===== src/rtl/mem_arbiter_if.sv =====
// Requester-side and memory-side bus of the memory arbiter.
// The slave modport is the arbiter's view; master is the environment's view.
interface mem_arbiter_if #(
    parameter int NUM_PORTS = 2,
    parameter int WIDTH     = 16
);
    localparam int NB = WIDTH / 8;

    logic [NUM_PORTS-1:0]       req_read;
    logic [NUM_PORTS-1:0]       req_write;
    logic [NUM_PORTS*NB-1:0]    req_wmask;
    logic [NUM_PORTS*WIDTH-1:0] req_address;
    logic [NUM_PORTS*WIDTH-1:0] req_wdata;
    logic [NUM_PORTS-1:0]       req_resp;
    logic [WIDTH-1:0]           req_rdata;

    logic                       mem_read;
    logic                       mem_write;
    logic [NB-1:0]              mem_byte_enable;
    logic [WIDTH-1:0]           mem_address;
    logic [WIDTH-1:0]           mem_wdata;
    logic                       mem_resp;
    logic [WIDTH-1:0]           mem_rdata;

    modport slave (
        input  req_read, req_write, req_wmask, req_address, req_wdata, mem_resp, mem_rdata,
        output req_resp, req_rdata, mem_read, mem_write, mem_byte_enable, mem_address, mem_wdata
    );

    modport master (
        output req_read, req_write, req_wmask, req_address, req_wdata, mem_resp, mem_rdata,
        input  req_resp, req_rdata, mem_read, mem_write, mem_byte_enable, mem_address, mem_wdata
    );
endinterface


===== src/rtl/mem_arbiter.sv =====
// N-to-1 memory port arbiter (round-robin or fixed priority) with a
// response watchdog that aborts a stalled transaction and flags it.
module mem_arbiter #(
    parameter int NUM_PORTS     = 2,
    parameter int WIDTH         = 16,
    parameter int PRIORITY_MODE = 0,
    parameter int TIMEOUT       = 0
) (
    input  logic         clk,
    input  logic         rst_n,
    mem_arbiter_if.slave bus,
    output logic         timeout_err
);
    localparam int NB = WIDTH / 8;
    localparam int PW = (NUM_PORTS > 1) ? $clog2(NUM_PORTS) : 1;
    localparam int CW = (TIMEOUT > 1) ? $clog2(TIMEOUT) : 1;
    localparam logic [CW-1:0] CNT_LAST  = CW'((TIMEOUT > 0) ? TIMEOUT - 1 : 0);
    localparam logic [PW-1:0] LAST_PORT = PW'(NUM_PORTS - 1);

    typedef enum logic {IDLE, BUSY} state_t;

    state_t               state, state_nxt;
    logic [PW-1:0]        grant, grant_nxt, ptr, ptr_nxt, winner;
    logic [CW-1:0]        cnt, cnt_nxt;
    logic                 err_nxt;
    logic [NUM_PORTS-1:0] req_any;
    logic                 busy, wd_fire, done;

    logic [WIDTH-1:0]     p_addr  [NUM_PORTS];
    logic [WIDTH-1:0]     p_wdata [NUM_PORTS];
    logic [NB-1:0]        p_mask  [NUM_PORTS];

    assign req_any = bus.req_read | bus.req_write;
    assign busy    = (state == BUSY);
    assign wd_fire = (TIMEOUT > 0) && busy && !bus.mem_resp && (cnt == CNT_LAST);
    assign done    = busy && (bus.mem_resp || wd_fire);

    for (genvar i = 0; i < NUM_PORTS; i++) begin : g_port
        assign p_addr[i]       = bus.req_address[i*WIDTH +: WIDTH];
        assign p_wdata[i]      = bus.req_wdata[i*WIDTH +: WIDTH];
        assign p_mask[i]       = bus.req_wmask[i*NB +: NB];
        assign bus.req_resp[i] = done && (grant == PW'(i));
    end

    // Lowest requester overall, then (round-robin only) lowest requester at or above ptr.
    always_comb begin
        winner = '0;
        for (int j = NUM_PORTS - 1; j >= 0; j--)
            if (req_any[j]) winner = PW'(j);
        if (PRIORITY_MODE == 0)
            for (int j = NUM_PORTS - 1; j >= 0; j--)
                if (req_any[j] && (PW'(j) >= ptr)) winner = PW'(j);
    end

    always_comb begin
        bus.mem_read        = 1'b0;
        bus.mem_write       = 1'b0;
        bus.mem_byte_enable = '0;
        bus.mem_address     = '0;
        bus.mem_wdata       = '0;
        if (busy) begin
            bus.mem_write       = bus.req_write[grant];
            bus.mem_read        = bus.req_read[grant] & ~bus.req_write[grant];
            bus.mem_byte_enable = p_mask[grant];
            bus.mem_address     = p_addr[grant];
            bus.mem_wdata       = p_wdata[grant];
        end
    end

    // Aborted transactions return zero data.
    assign bus.req_rdata = (busy && bus.mem_resp) ? bus.mem_rdata : '0;

    always_ff @(posedge clk or negedge rst_n) begin
        if (!rst_n) begin
            state       <= IDLE;
            grant       <= '0;
            ptr         <= '0;
            cnt         <= '0;
            timeout_err <= 1'b0;
        end else begin
            state       <= state_nxt;
            grant       <= grant_nxt;
            ptr         <= ptr_nxt;
            cnt         <= cnt_nxt;
            timeout_err <= err_nxt;
        end
    end

    always_comb begin
        state_nxt = state;
        grant_nxt = grant;
        ptr_nxt   = ptr;
        cnt_nxt   = cnt;
        err_nxt   = timeout_err;
        case (state)
            IDLE: begin
                if (|req_any) begin
                    state_nxt = BUSY;
                    grant_nxt = winner;
                    cnt_nxt   = '0;
                end
            end
            BUSY: begin
                cnt_nxt = cnt + 1'b1;
                if (done) begin
                    state_nxt = IDLE;
                    ptr_nxt   = (grant == LAST_PORT) ? '0 : grant + 1'b1;
                    if (wd_fire) err_nxt = 1'b1;
                end
            end
            default: state_nxt = IDLE;
        endcase
    end
endmodule

===== src/flat_wrapper.sv =====
// flat-port wrapper written by rule: the top's interface ports become plain ports
module mem_arbiter_flat 
#(
    parameter int NUM_PORTS     = 2,
    parameter int WIDTH         = 16,
    parameter int PRIORITY_MODE = 0,
    parameter int TIMEOUT       = 0
)
  (clk, rst_n, timeout_err, bus_req_read, bus_req_write, bus_req_wmask, bus_req_address, bus_req_wdata, bus_mem_resp, bus_mem_rdata, bus_req_resp, bus_req_rdata, bus_mem_read, bus_mem_write, bus_mem_byte_enable, bus_mem_address, bus_mem_wdata);
  mem_arbiter_if #(.NUM_PORTS(NUM_PORTS), .WIDTH(WIDTH)) bus_i ();
  input  logic clk;
  input  logic rst_n;
  output logic timeout_err;
  input wire logic [$bits(bus_i.req_read)-1:0] bus_req_read;
  input wire logic [$bits(bus_i.req_write)-1:0] bus_req_write;
  input wire logic [$bits(bus_i.req_wmask)-1:0] bus_req_wmask;
  input wire logic [$bits(bus_i.req_address)-1:0] bus_req_address;
  input wire logic [$bits(bus_i.req_wdata)-1:0] bus_req_wdata;
  input wire logic [$bits(bus_i.mem_resp)-1:0] bus_mem_resp;
  input wire logic [$bits(bus_i.mem_rdata)-1:0] bus_mem_rdata;
  output wire logic [$bits(bus_i.req_resp)-1:0] bus_req_resp;
  output wire logic [$bits(bus_i.req_rdata)-1:0] bus_req_rdata;
  output wire logic [$bits(bus_i.mem_read)-1:0] bus_mem_read;
  output wire logic [$bits(bus_i.mem_write)-1:0] bus_mem_write;
  output wire logic [$bits(bus_i.mem_byte_enable)-1:0] bus_mem_byte_enable;
  output wire logic [$bits(bus_i.mem_address)-1:0] bus_mem_address;
  output wire logic [$bits(bus_i.mem_wdata)-1:0] bus_mem_wdata;
  assign bus_i.req_read = bus_req_read;
  assign bus_i.req_write = bus_req_write;
  assign bus_i.req_wmask = bus_req_wmask;
  assign bus_i.req_address = bus_req_address;
  assign bus_i.req_wdata = bus_req_wdata;
  assign bus_i.mem_resp = bus_mem_resp;
  assign bus_i.mem_rdata = bus_mem_rdata;
  assign bus_req_resp = bus_i.req_resp;
  assign bus_req_rdata = bus_i.req_rdata;
  assign bus_mem_read = bus_i.mem_read;
  assign bus_mem_write = bus_i.mem_write;
  assign bus_mem_byte_enable = bus_i.mem_byte_enable;
  assign bus_mem_address = bus_i.mem_address;
  assign bus_mem_wdata = bus_i.mem_wdata;
  mem_arbiter #(.NUM_PORTS(NUM_PORTS), .WIDTH(WIDTH), .PRIORITY_MODE(PRIORITY_MODE), .TIMEOUT(TIMEOUT)) u_core (.clk(clk), .rst_n(rst_n), .bus(bus_i), .timeout_err(timeout_err));
endmodule

===== config.mk =====
export PLATFORM = sky130hd
export DESIGN_NAME = mem_arbiter_flat
export DESIGN_NICKNAME = d
export VERILOG_FILES = /design/src/rtl/mem_arbiter_if.sv /design/src/rtl/mem_arbiter.sv /design/src/flat_wrapper.sv
export SDC_FILE = /design/constraint.sdc
export NUM_CORES = 1
export LEC_CHECK = 0
export BUFFER_PORTS_ARGS = -buffer_cell sky130_fd_sc_hd__clkbuf_2
export CORE_ASPECT_RATIO = 0.5
export CORE_UTILIZATION = 26
export CTS_CLUSTER_DIAMETER = 200
export DETAILED_ROUTE_END_ITERATION = 6
export GPL_ROUTABILITY_DRIVEN = 0
export PLACE_DENSITY_LB_ADDON = 0.25
export SLEW_MARGIN = 15
export SYNTH_ARGS = -nofsm -noshare
export SYNTH_HDL_FRONTEND = slang
export SYNTH_SLANG_ARGS = --single-unit
export TNS_END_PERCENT = 50

===== constraint.sdc =====
create_clock -name clk -period 1.17 [get_ports clk]
set_clock_uncertainty 0.1 [all_clocks]
set_input_delay 0.117 -clock clk [delete_from_list [all_inputs] [get_ports clk]]
set_output_delay 0.117 -clock clk [all_outputs]
set_load 0.1 [all_outputs]

==> results by group, run 1 <==
Synthesis
  • Biggest area consumer among synthesized cells: mux2i_1
  • Synth Area per Inst: 7.842 um^2
  • Share of the synthesized area in the top cell type: 0.3851
  • Syn Nets: 207
  • Distinct cells, synth: 20
  • Cells after synthesis: 116
  • Synth area leaders: mux2i_1, nor2b_1, and3_1
  • Cell area after synthesis: 909.6 um^2
  • FF+latch count, synth: 3
  • Number of synthesis warnings: 0
  • Sequential fraction of the synthesis area: 0.08253

Run status
  • Halt Stage: global routing (5_1_grt)
  • Status: did not finish
  • First error: [ERROR DPL-0033] detailed placement checks failed during check placement.

Clock network
  • Maximum clock insertion buffer count: 2
  • Root Driver: clkbuf_8
  • Clock sinks: 3
  • Post-CTS setup buffer count: 0
  • H-tree levels: 1
  • Number of buffers created by CTS: 3

Floorplanning
  • Die height: 43.83 um
  • # IOs: 146
  • FP Rows: 14
  • Die span in x: 85.65 um
  • Initial Utilization: 0.2869

Global route
  • Largest net degree at the start of global routing: 27
  • Initial antenna violation count: 0

Placement
  • Port buffer count: 144
  • DPL Wire Length: 3.943 mm
  • # placed instances: 300

STA
  • GRT worst endpoint: bus_mem_address[15]
  • Worst_ep kind: top-level output
-- synth_stat cells --
cell type  number
a21boi_1        1
a21o_1          1
and3_1         17
and3b_1         1
buf_2           4
buf_4           1
buf_6           1
clkbuf_1        7
conb_1          1
dfrtp_1         3
mux2i_1        35
nand2_1         1
nand3b_1        1
nor2_1          1
nor2b_1        35
o21a_1          2
o21ba_2         1
o32a_1          1
or3b_1          1
or4_1           1
-- per-stage QoR --
step | TNS (ns) | worst slack [ns] | utilization | instance area [um^2]
3_5_place_dp | -9.579 | -0.2731 | 0.8812 | 2794
4_1_cts | -21.00 | -0.4752 | 0.9546 | 3027
2_1_floorplan | -21.13 | -0.6067 | - | 1196
3_3_place_gp | -7.047 | -0.2071 | 0.8812 | 2794
-- repair_timing --
action                     CTS
hold buffers                 1
pin swaps                   14
gates cloned                 0
gates resized for setup     39
setup endpoints to repair   56
hold endpoints to repair     3
-- logic make-up after synthesis --
logic type | after synthesis | share of synthesized area
mux | 35 | 0.3851
simple gates | 58 | 0.4017
buf+inv | 13 | 0.07154
flops | 3 | 0.08253
compound gates | 6 | 0.05502
other cells | 1 | 0.004123
==> run 2, diff against run 1 <==
--- a/config.mk
+++ b/config.mk
@@ -6,12 +6,11 @@
 export NUM_CORES = 1
 export LEC_CHECK = 0
 export BUFFER_PORTS_ARGS = -buffer_cell sky130_fd_sc_hd__clkbuf_2
-export CORE_ASPECT_RATIO = 0.5
-export CORE_UTILIZATION = 26
-export CTS_CLUSTER_DIAMETER = 200
+export CORE_AREA = 2 2 63 65
 export DETAILED_ROUTE_END_ITERATION = 6
+export DIE_AREA = 0 0 65 67
 export GPL_ROUTABILITY_DRIVEN = 0
-export PLACE_DENSITY_LB_ADDON = 0.25
+export PLACE_DENSITY_LB_ADDON = 0.15
 export SLEW_MARGIN = 15
 export SYNTH_ARGS = -nofsm -noshare
 export SYNTH_HDL_FRONTEND = slang
==> constraint.sdc (replaced) <==
create_clock -name clk -period 1.52 [get_ports clk]
set_clock_uncertainty 0.1 [all_clocks]
set_input_delay 0.152 -clock clk [delete_from_list [all_inputs] [get_ports clk]]
set_output_delay 0.152 -clock clk [all_outputs]
set_load 0.1 [all_outputs]
==> results by group, run 2 <==
Synthesis
  • FF+latch count, synth: 3 (unchanged)
  • Biggest area consumer among synthesized cells: mux2i_1
  • Post-synth top flop: dfrtp_1
  • Cell area after synthesis: 909.6 um^2 (unchanged)
  • Number of synthesis warnings: 0 (unchanged)
  • Fraction of registers with async set/reset: 1.000 (unchanged)
  • Syn Nets: 207 (unchanged)
  • Distinct cells, synth: 20 (unchanged)
  • Cells after synthesis: 116 (unchanged)
  • Post-synth EDFFs: 0 (unchanged)
  • Synth Area per Inst: 7.842 um^2 (unchanged)
  • Top cells by count, synth: mux2i_1, nor2b_1, and3_1
  • Share of the synthesized area in the top cell type: 0.3851 (unchanged)
  • Synth area leaders: mux2i_1, nor2b_1, and3_1
  • Sequential fraction of the synthesis area: 0.08253 (unchanged)

Detailed routing
  • Post-DRT Antenna Nets: 0
  • Vias per std cell: 4.669
  • TritonRoute pass-1 iters: 4
  • Initial drt markers: 49
  • Total Routed Length: 4.635 mm
  • Via count: 1424
  • DRC Markers: 0
  • Wire per inst: 15.20 um

Placement
  • Placed inst area: 0.002781 mm^2 (-0.45%)
  • # placed instances: 300 (unchanged)
  • Worst slack, placed: 0.07253 ns (+0.3456 ns)
  • Port buffer count: 144 (unchanged)
  • DPL Wire Length: 3.609 mm (-8.5%)

Global route
  • GRT busiest layer: met2
  • Vias in the first global route: 1442
  • Met2 usage: 0.3969
  • All-Layer GR Usage: 0.1939
  • Remaining Overflow, GRT: 0
  • Largest net degree at the start of global routing: 39
  • Initial antenna violation count: 0
  • Met3 usage: 0.04223
  • First-pass GRT wire length: 6.513 mm
  • Global Route met1 Usage: 0.1919

STA
  • Final min period: 1.688 ns
  • Hold_ws: 0.1772 ns
  • RSZ-0062 raised after global routing: true
  • Setup TNS: -3.892 ns
  • FMAX: 592.6 MHz
  • Fin. Hold Viols: 0
  • Tcrit/Tclk final: 1.110
  • Final worst slack: -0.1675 ns
  • Max-slew violations: 0
  • Final-report setup violation count: 37

Final layout
  • Fill count: 220
  • Most frequent cells in the layout: clkbuf_2, buf_12, nor2b_4
  • Final Cell Area: 0.002964 mm^2
  • ANT cells: 0
  • Nets@finish: 349
  • Layout area overhead: 225.9%
  • Fin cells: 305
  • Layout cell share with drive strength beyond 1: 0.8677
  • Most common cell after layout, fill and taps aside: clkbuf_2

Worst setup path
  • Critical Path Start: u_core.grant
  • Critical path class: register to output pin
  • RR Endpoint: u_core.ptr
  • Cell count of the worst reg-to-reg path: 3
  • Worst setup EP type: output pin
  • CP endpoint: bus_mem_wdata[14]
  • Critical Path RT: 1.27 ns
  • R2R setup slack: 0.28 ns
  • R2r startpoint: u_core.grant
  • Critical path peak fanout: 23
  • Arrival @ worst endpoint: 1.44 ns
  • CP Launch Type: register

Job
  • Max_cap viols: 0

Clock network
  • Maximum clock insertion buffer count: 2 (unchanged)
  • Clock sinks: 3 (unchanged)
  • Root Driver: clkbuf_8
  • CTS tree: built
  • Clock-pin slew on the worst setup and hold paths: 0.03 ns
  • Number of buffers created by CTS: 3 (unchanged)
  • Worst-Skew Late Latency: 0.22 ns
  • Post-CTS setup buffer count: 0 (unchanged)
  • H-tree levels: 1 (unchanged)

Run status
  • Status: finished with violations
  • Failing checks: negative setup slack

Power and ir drop
  • Maximum VDD drop: 0.8035 mV
  • Switch Pwr: 2.031 mW
  • Clk pwr share: 0.065
  • Switch share: 0.5674
  • Reg power frac: 0.032
  • Logic pwr share: 0.903
  • P_leak: 1.558 nW
  • Cell-internal power: 1.549 mW
  • Power Density: 1208 mW/mm^2

Floorplanning
  • Die height: 67 um (+53%)
  • # IOs: 146 (unchanged)
  • Placeable Area: 0.003606 mm^2
  • Die area: 0.004355 mm^2
  • Die span in x: 65 um (-24%)
  • Initial Utilization: 0.2523 (-0.03464)
  • FP Rows: 22 (+8)

Hold path
  • Min-Delay Path Class: primary input to asynchronous set/reset pin
==> run 2: cell counts after synthesis <==
Identical to the previous run, type by type.
==> run 2: metrics by stage <==
| stage | power [mW] | util |
|---|---|---|
| after floorplan | 2.177 | - |
| final | 3.580 | 0.8220 |
| after global routing | 3.684 | 0.8220 |
| after detailed placement | 3.226 | 0.7713 |
| after CTS | 3.521 | 0.7984 |
| after global placement | 3.194 | 0.7713 |
==> run 2: critical path, stage by stage, from the launching register on <==
cell     delay [ns]
dfrtp_2        0.40
buf_12         0.22
mux2i_1        0.34
nor2b_4        0.08
buf_12         0.17
==> run 2: kinds of logic after synthesis <==
logic type             synth area share
DFF                             0.08253
muxes                            0.3851
other                          0.004123
and+or+nand+nor                  0.4017
AOI/OAI and AO/OA               0.05502
buffers and inverters           0.07154
==> run 2: layout make-up <==
class	instances	area (um^2)	area share
Clock buffer	4	45.04	0.01520
Multi-Input combinational cell	100	1175	0.3964
Sequential cell	3	76.32	0.02575
Tap cell	48	60.06	0.02026
Timing Repair Buffer	150	1608	0.5424
==> run 2: metal layers <==
| metal | vias up | wire length (um) |
|---|---|---|
| met5 | - | 0 |
| met2 | 77 | 2789 |
| met4 | 0 | 53 |
| li1 | 684 | - |
| met3 | 6 | 347 |
| met1 | 657 | 1446 |
==> run 2: worst min-delay path by stage <==
stage	from	to	slack (ns)	cells after the start
2_1_floorplan	rst_n	u_core.busy	-0.24	0
5_1_grt	rst_n	u_core.ptr	0.19	2
3_3_place_gp	rst_n	u_core.busy	-0.15	1
6_report	rst_n	u_core.ptr	0.18	2
3_5_place_dp	rst_n	u_core.ptr	-0.14	1
4_1_cts	rst_n	u_core.ptr	0.18	2
==> run 2: timing repair <==
action,in CTS,in global routing
hold buffers,1,0
setup endpoints to repair,43,47
gates resized for setup,12,20
cloned,0,0
endpoints found under the hold margin,3,0
==> run 2: power by group through the flow <==
stage / clock (mW) / combinational [mW] / sequential (mW)
after CTS: 0.239 / 3.17 / 0.115
after global placement: 0 / 3.08 / 0.114
final: 0.233 / 3.23 / 0.115
after floorplan: 0 / 2.08 / 0.102
after global routing: 0.248 / 3.32 / 0.116
after detailed placement: 0 / 3.11 / 0.116
(Power assumes the default switching activity.)
